$ cat config.mk
export PLATFORM = sky130hd
export DESIGN_NAME = uart_boot_loader
export DESIGN_NICKNAME = d
export VERILOG_FILES = /design/src/rtl/uart_boot_loader.sv
export SDC_FILE = /design/constraint.sdc
export NUM_CORES = 1
export LEC_CHECK = 0
export CAP_MARGIN = 20
export CELL_PAD_IN_SITES_DETAIL_PLACEMENT = 2
export CELL_PAD_IN_SITES_GLOBAL_PLACEMENT = 2
export CORE_MARGIN = 10
export CORE_UTILIZATION = 36
export DETAILED_ROUTE_END_ITERATION = 16
export HOLD_SLACK_MARGIN = 0.02
export PLACE_DENSITY_LB_ADDON = 0.12
export SLEW_MARGIN = 5
export SYNTH_ARGS = -nofsm -noshare
export SYNTH_HDL_FRONTEND = slang
export SYNTH_SLANG_ARGS = --single-unit
export TNS_END_PERCENT = 50
$ cat constraint.sdc
create_clock -name clk -period 3.2 [get_ports clk]
set_clock_uncertainty 0.15 [all_clocks]
set_input_delay 0.32 -clock clk [delete_from_list [all_inputs] [get_ports clk]]
set_output_delay 0.32 -clock clk [all_outputs]
set_load 0.1 [all_outputs]
$ cat src/rtl/uart_boot_loader.sv
// UART boot loader: turns the receiver byte stream into instruction-memory writes.
// Stream format: MAGIC, count[7:0], count[15:8], count little-endian 32-bit words,
// 8-bit additive checksum over the count and data bytes.
// The CPU is held in reset until a load finishes with a matching checksum.
// Optional: define LOADER_TIMEOUT_EN to abort a stalled load to ERROR after
// TIMEOUT_CYCLES clocks without a received byte.
module uart_boot_loader #(
   parameter int unsigned ADDR_W         = 10,
   parameter logic [7:0]  MAGIC          = 8'hA5,
   parameter int unsigned TIMEOUT_CYCLES = 100000000
) (
   input  logic              clk,
   input  logic              rst_n,
   input  logic [7:0]        rx_byte,
   input  logic              rx_byte_read,
   output logic              mem_we,
   output logic [ADDR_W-1:0] mem_addr,
   output logic [31:0]       mem_wdata,
   output logic              cpu_rst_n,
   output logic              load_done,
   output logic              load_err
);

   typedef enum logic [2:0] {StIdle, StLen0, StLen1, StData, StChk, StDone, StError} state_e;

   localparam logic [31:0] MaxWords = 32'd1 << ADDR_W;

   state_e            state_q, state_d;
   logic              sync1_q, sync2_q, prev_q;
   logic              acc;
   logic [15:0]       count_q, count_d;
   logic [7:0]        csum_q, csum_d, csum_add;
   logic [1:0]        byte_idx_q, byte_idx_d;
   logic [ADDR_W:0]   word_idx_q, word_idx_d;
   logic [23:0]       word_q, word_d;
   logic              mem_we_q, mem_we_d;
   logic [ADDR_W-1:0] mem_addr_q, mem_addr_d;
   logic [31:0]       mem_wdata_q, mem_wdata_d;
   logic              timeout;

   // One accept pulse per rising edge of the synchronized byte-complete level.
   assign acc = sync2_q & ~prev_q;

`ifdef LOADER_TIMEOUT_EN
   logic [31:0] timer_q, timer_d;

   // Inactivity counter: runs only while a load is in progress, cleared by every byte.
   always_comb begin
      timer_d = '0;
      timeout = 1'b0;
      if ((state_q inside {StLen0, StLen1, StData, StChk}) && !acc) begin
         if (timer_q == TIMEOUT_CYCLES - 1) begin
            timeout = 1'b1;
         end else begin
            timer_d = timer_q + 32'd1;
         end
      end
   end

   // Inactivity counter register.
   always_ff @(posedge clk or negedge rst_n) begin
      if (!rst_n) begin
         timer_q <= '0;
      end else begin
         timer_q <= timer_d;
      end
   end
`else
   assign timeout = 1'b0;
`endif

   // Next-state and datapath: everything advances only on an accepted byte.
   always_comb begin
      state_d     = state_q;
      count_d     = count_q;
      csum_d      = csum_q;
      byte_idx_d  = byte_idx_q;
      word_idx_d  = word_idx_q;
      word_d      = word_q;
      mem_we_d    = 1'b0;
      mem_addr_d  = mem_addr_q;
      mem_wdata_d = mem_wdata_q;
      csum_add    = csum_q + rx_byte;
      unique case (state_q)
         StIdle, StDone, StError: begin
            if (acc && rx_byte == MAGIC) begin
               state_d    = StLen0;
               csum_d     = '0;
               byte_idx_d = '0;
               word_idx_d = '0;
            end
         end
         StLen0: begin
            if (acc) begin
               count_d[7:0] = rx_byte;
               csum_d       = csum_add;
               state_d      = StLen1;
            end
         end
         StLen1: begin
            if (acc) begin
               count_d[15:8] = rx_byte;
               csum_d        = csum_add;
               if (count_d == '0) begin
                  state_d = StChk;
               end else if (32'(count_d) > MaxWords) begin
                  state_d = StError;
               end else begin
                  state_d = StData;
               end
            end
         end
         StData: begin
            if (acc) begin
               csum_d     = csum_add;
               byte_idx_d = byte_idx_q + 2'd1;
               if (byte_idx_q == 2'd3) begin
                  mem_we_d    = 1'b1;
                  mem_wdata_d = {rx_byte, word_q};
                  mem_addr_d  = word_idx_q[ADDR_W-1:0];
                  word_idx_d  = word_idx_q + 1'b1;
                  if (32'(word_idx_d) == 32'(count_q)) begin
                     state_d = StChk;
                  end
               end else begin
                  // Little-endian: bytes enter at the top and drift down.
                  word_d = {rx_byte, word_q[23:8]};
               end
            end
         end
         StChk: begin
            if (acc) begin
               state_d = (rx_byte == csum_q) ? StDone : StError;
            end
         end
         default: state_d = StIdle;
      endcase
      // Timeout only fires without an acc, so no write can be pending here.
      if (timeout) begin
         state_d = StError;
      end
   end

   // State, synchronizer and datapath registers.
   always_ff @(posedge clk or negedge rst_n) begin
      if (!rst_n) begin
         state_q     <= StIdle;
         sync1_q     <= 1'b0;
         sync2_q     <= 1'b0;
         prev_q      <= 1'b0;
         count_q     <= '0;
         csum_q      <= '0;
         byte_idx_q  <= '0;
         word_idx_q  <= '0;
         word_q      <= '0;
         mem_we_q    <= 1'b0;
         mem_addr_q  <= '0;
         mem_wdata_q <= '0;
      end else begin
         state_q     <= state_d;
         sync1_q     <= rx_byte_read;
         sync2_q     <= sync1_q;
         prev_q      <= sync2_q;
         count_q     <= count_d;
         csum_q      <= csum_d;
         byte_idx_q  <= byte_idx_d;
         word_idx_q  <= word_idx_d;
         word_q      <= word_d;
         mem_we_q    <= mem_we_d;
         mem_addr_q  <= mem_addr_d;
         mem_wdata_q <= mem_wdata_d;
      end
   end

   assign mem_we    = mem_we_q;
   assign mem_addr  = mem_addr_q;
   assign mem_wdata = mem_wdata_q;
   assign cpu_rst_n = (state_q == StDone);
   assign load_done = (state_q == StDone);
   assign load_err  = (state_q == StError);

endmodule
# Word level (Yosys, flattened, before mapping)
# Cells that the tools add are included.
[totals] reg_bits=110 latch_bits=0 ramBits=0 romBits=0 in_bits=11 out_inout_bits=46 wordCells=77 memories=0
[op_classes] addsub=3 mul=0 div=0 n_lt_le_gt_ge=1 n_eq_ne=18 shifts=0 muxes=24 n_bitwise=3 reduce_logical=15
[op_table] cell="$mux W11" count=3
[op_table] cell="$mux W3" count=9
[op_table] cell="$pmux W11 S2" count=1
[op_table] cell="$eq A11 B16 Y1" count=1
[op_table] cell="$gt A16 B11 Y1 const B" count=1
[op_table] cell="$logic_not A16 Y1" count=1
[op_table] cell="$mux W8" count=2
[op_table] cell="$pmux W8 S2" count=1
[op_table] cell="$pmux W3 S5" count=1
[op_table] cell="$ne A2 B2 Y1 const B" count=7
[op_table] cell="$reduce_and A3 Y1" count=4
[op_table] cell="$add A11 B1 Y11 const B" count=1
[op_table] cell="$eq A3 B3 Y1 const B" count=3
[op_table] cell="$add A8 B8 Y8" count=1
[op_table] cell="$eq A8 B8 Y1" count=1
[op_table] cell="$eq A8 B8 Y1 const B" count=1
[op_table] cell="$reduce_and A7 Y1" count=1
[op_table] cell="$eq A3 B2 Y1 const B" count=2
[op_table] cell="$mux W2" count=3
[op_table] cell="$reduce_or A3 Y1" count=2
[op_table] cell="$pmux W2 S2" count=1
[op_table] cell="$reduce_and A2 Y1" count=2
[op_table] cell="$reduce_and A4 Y1" count=1
[op_table] cell="$reduce_bool A2 Y1" count=2
[op_table] cell="other kinds (9)" count=12

# Longest topological paths before layout
[depth] depth_word=6 depth_mapped=9 ltp_nobuf=9

# Least setup slack after synthesis
# Ideal clock, no wire load.
[synth_timing] path_kind="register to output" startpoint="register state_q[0]" endpoint="output load_done" arrival_time_ns=1.906 required_time_ns=2.730 slack_ns=0.824 stages_incl_launch_ff=5 n_path_buf=2 cell_sequence="dfrtp_1 -> buf_4 -> nor2b_1 -> and2_1 -> buf_4"
[synth_between] elab_chain_cells=1
[synth_lines] item="from (decl)" line_no="28" text="state_e state_q, state_d;"
[synth_lines] item="from (signal assigned)" line_no="147" text="state_q <= StIdle;"
[synth_lines] item="from (signal assigned)" line_no="160" text="state_q <= state_d;"
[synth_lines] item="$eq A3 B3 Y1"
[synth_lines] item="to (decl)" line_no="20" text="output logic load_done,"
# Every way passes these cells.

# Worst setup path in the final report
[layout_timing] startpoint="register word_idx_q[1]" endpoint="register state_q[1]"
[layout_between] elab_chain_cells=4
[layout_lines] item="from (decl)" line_no="34" text="logic [ADDR_W:0] word_idx_q, word_idx_d;"
[layout_lines] item="from (signal assigned)" line_no="167" text="word_idx_q <= word_idx_d;"
[layout_lines] item="$add A11 B1 Y11" line_no="121" text="word_idx_d = word_idx_q + 1'b1;"
[layout_lines] item="$eq A11 B16 Y1" line_no="122" text="if (32'(word_idx_d) == 32'(count_q)) begin"
[layout_lines] item="$ne A2 B2 Y1 (no source line)"
[layout_lines] item="$reduce_and A7 Y1 (no source line)"
# Every way passes these cells.
# A chain may end at the register's enable or synchronous reset.

==> reports/results.tsv <==
stage	metric	value	unit
global_routing	largest net degree at the start of global routing	48	
critical_path	Worst setup SP type	flip-flop	
timing	# setup viols final	0	
critical_path	Worst R2R Setup Slack	0.46	ns
yosys	register area share after synthesis	52.5	%
detailed_routing	DRT Pass-1 Iters	4	
timing	Final Hold Viols	0	
yosys	synth warn	0	
clocking	Root Buffer	clkbuf_16	
detailed_routing	drc violations	0	
worst_hold_path	worst hold path depth	0	
global_routing	number of global-route vias before repair	4555	
detailed_routing	post-route ant nets	0	
clocking	Skew-Pair Late Insertion Delay	0.36	ns
floorplan	Starting Density	36.3	%
detailed_routing	1st-iter DRT viols	248	
timing	RSZ-0062 raised after global routing	no	
detailed_routing	DR vias/cell	5.32	
global_routing	first-pass GRT wire length	25300	um
power	PwrDens	1000	nW/um2
clocking	TritonCTS clock tree	built	
clocking	CTS clock-pin slew for the worst setup and hold paths	0.08	ns
power	Lkg Pwr	2.95	nW
critical_path	r2r worst-path depth	7	
finish	n_diodes	0	
place	cell count after placement	748	
finish	layout cells sized above 1	20.8	%
clocking	post-CTS setup buffer count	0	
critical_path	reg2reg start	word_idx_q[1]$_DFFE_PN0P_	
clocking	htree depth	3	
timing	Final min period	2.74	ns
critical_path	Worst Path Buf+Inv	0	
yosys	top cell type's share of synthesized area	52.5	%
critical_path	Largest stage delay, worst path	0.52	ns
floorplan	Site Rows	44	
yosys	cell area after synthesis	5240	um2
yosys	Synth top cells by count	nand2_1, dfrtp_1, mux2_2	
place	post-DP HPWL	11100	um
yosys	leading cell types by total area after synthesis	dfrtp_1, nand2_1, mux2_2	
timing	normalized max-slew margin	34.7	%
detailed_routing	Via Count	4072	
run_status	status	finished clean	
finish	post-route insts no fill	765	
yosys	Synth Instances	520	
yosys	leading area contributor after synthesis	dfrtp_1	
timing	Final period util	85.7	%
flow_run	Max-Cap Viols	0	
global_routing	initial antenna violation count	0	
timing	fmax	364	MHz
finish	P&R area growth vs syn	17.9	%
yosys	count leader, synth	nand2_1	
global_routing	total gr overflow	0	
yosys	Mapped Avg Cell Area	10.1	um2
yosys	asr flop ratio synth	100	%
clocking	Gates resized, CTS repair	0	
floorplan	Die Area	19800	um2
yosys	Seq cells post-synth	110	
timing	Slew @ Worst Pin	0.976	ns
yosys	predominant post-synthesis flop cell	dfrtp_1	
yosys	Yosys cell types	55	
critical_path	crit-path leading delay family	compound AO/OA/AOI/OAI gates	
worst_hold_path	Hold Crit Endpoint	sync2_q$_DFF_PN0_	
yosys	Syn Nets	541	
critical_path	slowest CP cell	dfrtp_1	
timing	Setup TNS	0	ns
global_routing	GRT Util Overall	15.8	%
critical_path	Worst Setup End Kind	flip-flop	
detailed_routing	Wirelength per Cell	20.1	um
critical_path	type of the worst setup path	flip-flop to flip-flop	
place	Place WS	0.207	ns
finish	nets@finish	597	
clocking	CTS Buf Count	9	
timing	Slew Limit Fails	0	
critical_path	Critical Path RT	3.27	ns
critical_path	Max FO, Critical Path	9	
place	IO Port Bufs	56	
clocking	clock sink total	110	
critical_path	RR Endpoint	state_q[1]$_DFFE_PN0P_	
floorplan	Die Span Y	141	um
floorplan	IO Pins	57	
critical_path	CP Cell Sequence	ha_1, nand3_2, o311ai_0, o311a_1, o2111ai_1, o31ai_1, nand2_1	
floorplan	Core Area	14400	um2
floorplan	die width	141	um
yosys	number of synthesized flops with an enable pin	0	
worst_hold_path	Hold Path Origin	sync1_q$_DFF_PN0_	
finish	cell area after layout	6180	um2
timing	final worst slack	0.456	ns
power	peak supply drop	343	uV
critical_path	Arrival @ worst endpoint	2.81	ns
place	RD Place Congestion	0.858	
detailed_routing	DRT Wirelength	15400	um
clocking	Bufs on Longest Clock Path	2	
place	Post-DP Area	5870	um2
worst_hold_path	path category of the worst min-delay check	flip-flop to flip-flop	
final cells by class:
cell class	count	area (um2)
fillers	1577	8240
flip-flops and latches	110	2750
multi-input cells	373	2260
repair buffers	74	608
well taps	184	230
clock buffers	9	225
clock inverters	7	75.1
inverters	8	30.0
cells by family (layout without fill, tap and decap cells):
group	count (synthesis)	after routing	share of synthesized area, %
DFF	110	110	52.5
buffers and inverters	37	98	4.37
muxes	41	41	8.74
xor gates and xnor gates	14	14	2.34
AOI/OAI and AO/OA	71	71	8.91
and+or+nand+nor	237	237	20.6
adders and majority gates	10	10	2.53
placed cells by master, fill, tap and decap left out, types with 11 or more instances in the layout:
| cell | n |
|---|---|
| nand2_1 | 153 |
| nor2_1 | 14 |
| o21ai_0 | 26 |
| nand3_1 | 11 |
| mux2_2 | 38 |
| buf_4 | 57 |
| clkdlybuf4s50_1 | 15 |
| dfrtp_1 | 110 |
how the worst max path moves through the flow:
stage | startpoint | endpoint | slack, ns | cells after the start
6_report | word_idx_q[1]$_DFFE_PN0P_ | state_q[1]$_DFFE_PN0P_ | 0.46 | 7
5_1_grt | word_idx_q[1]$_DFFE_PN0P_ | state_q[0]$_DFFE_PN0P_ | 0.25 | 7
4_1_cts | word_idx_q[1]$_DFFE_PN0P_ | state_q[1]$_DFFE_PN0P_ | 0.43 | 7
3_5_place_dp | rx_byte[0] | csum_q[6]$_DFFE_PN0P_ | 0.21 | 10
3_3_place_gp | rx_byte[2] | state_q[1]$_DFFE_PN0P_ | 0.32 | 7
2_1_floorplan | state_q[0]$_DFFE_PN0P_ | load_done | 0.82 | 4
routing by layer:
layer  wire length (um)  global-route usage (%)  vias up
met4                186                    4.35        0
met5                  0                       0        -
li1                   -                       -     1902
met1               6980                    20.2     2108
met2               7780                    26.7       46
met3                423                    2.79       16
flip-flops by register name, summed over array words and instances, names as in the netlist, 2 cells and up:
register / flops
mem_wdata: 32
word_q: 24
count_q: 16
word_idx_q: 11
mem_addr: 10
csum_q: 8
state_q: 3
byte_idx_q: 2
per-stage QoR:
step | hold WS [ns] | utilization [%] | power, mW
after floorplan | -0.126 | - | 4.40
after global placement | 0.190 | 40.7 | 4.96
after detailed placement | 0.196 | 40.7 | 5.10
after CTS | 0.214 | 42.8 | 6.27
after global routing | 0.221 | 42.8 | 6.61
final | 0.207 | 42.8 | 6.20
worst reg2reg max path, cell delays in order (launching register included):
cell and delay, ns:
dfrtp_1 0.52, ha_1 0.42, nand3_2 0.18, o311ai_0 0.39, o311a_1 0.24, o2111ai_1 0.13, o31ai_1 0.48, nand2_1 0.11
power breakdown:
part | internal, mW | total [mW] | switching [mW]
registers | 1.84 | 2.33 | 0.492
logic | 0.864 | 2.72 | 1.86
clock network | 0.559 | 1.15 | 0.588
total | 3.26 | 6.20 | 2.94
what timing repair did:
item	in CTS	in global routing
hold buffers	1	0
endpoints found under the setup margin	0	0
endpoints found under the hold margin	44	0
Power figures use the tool's default switching activity.
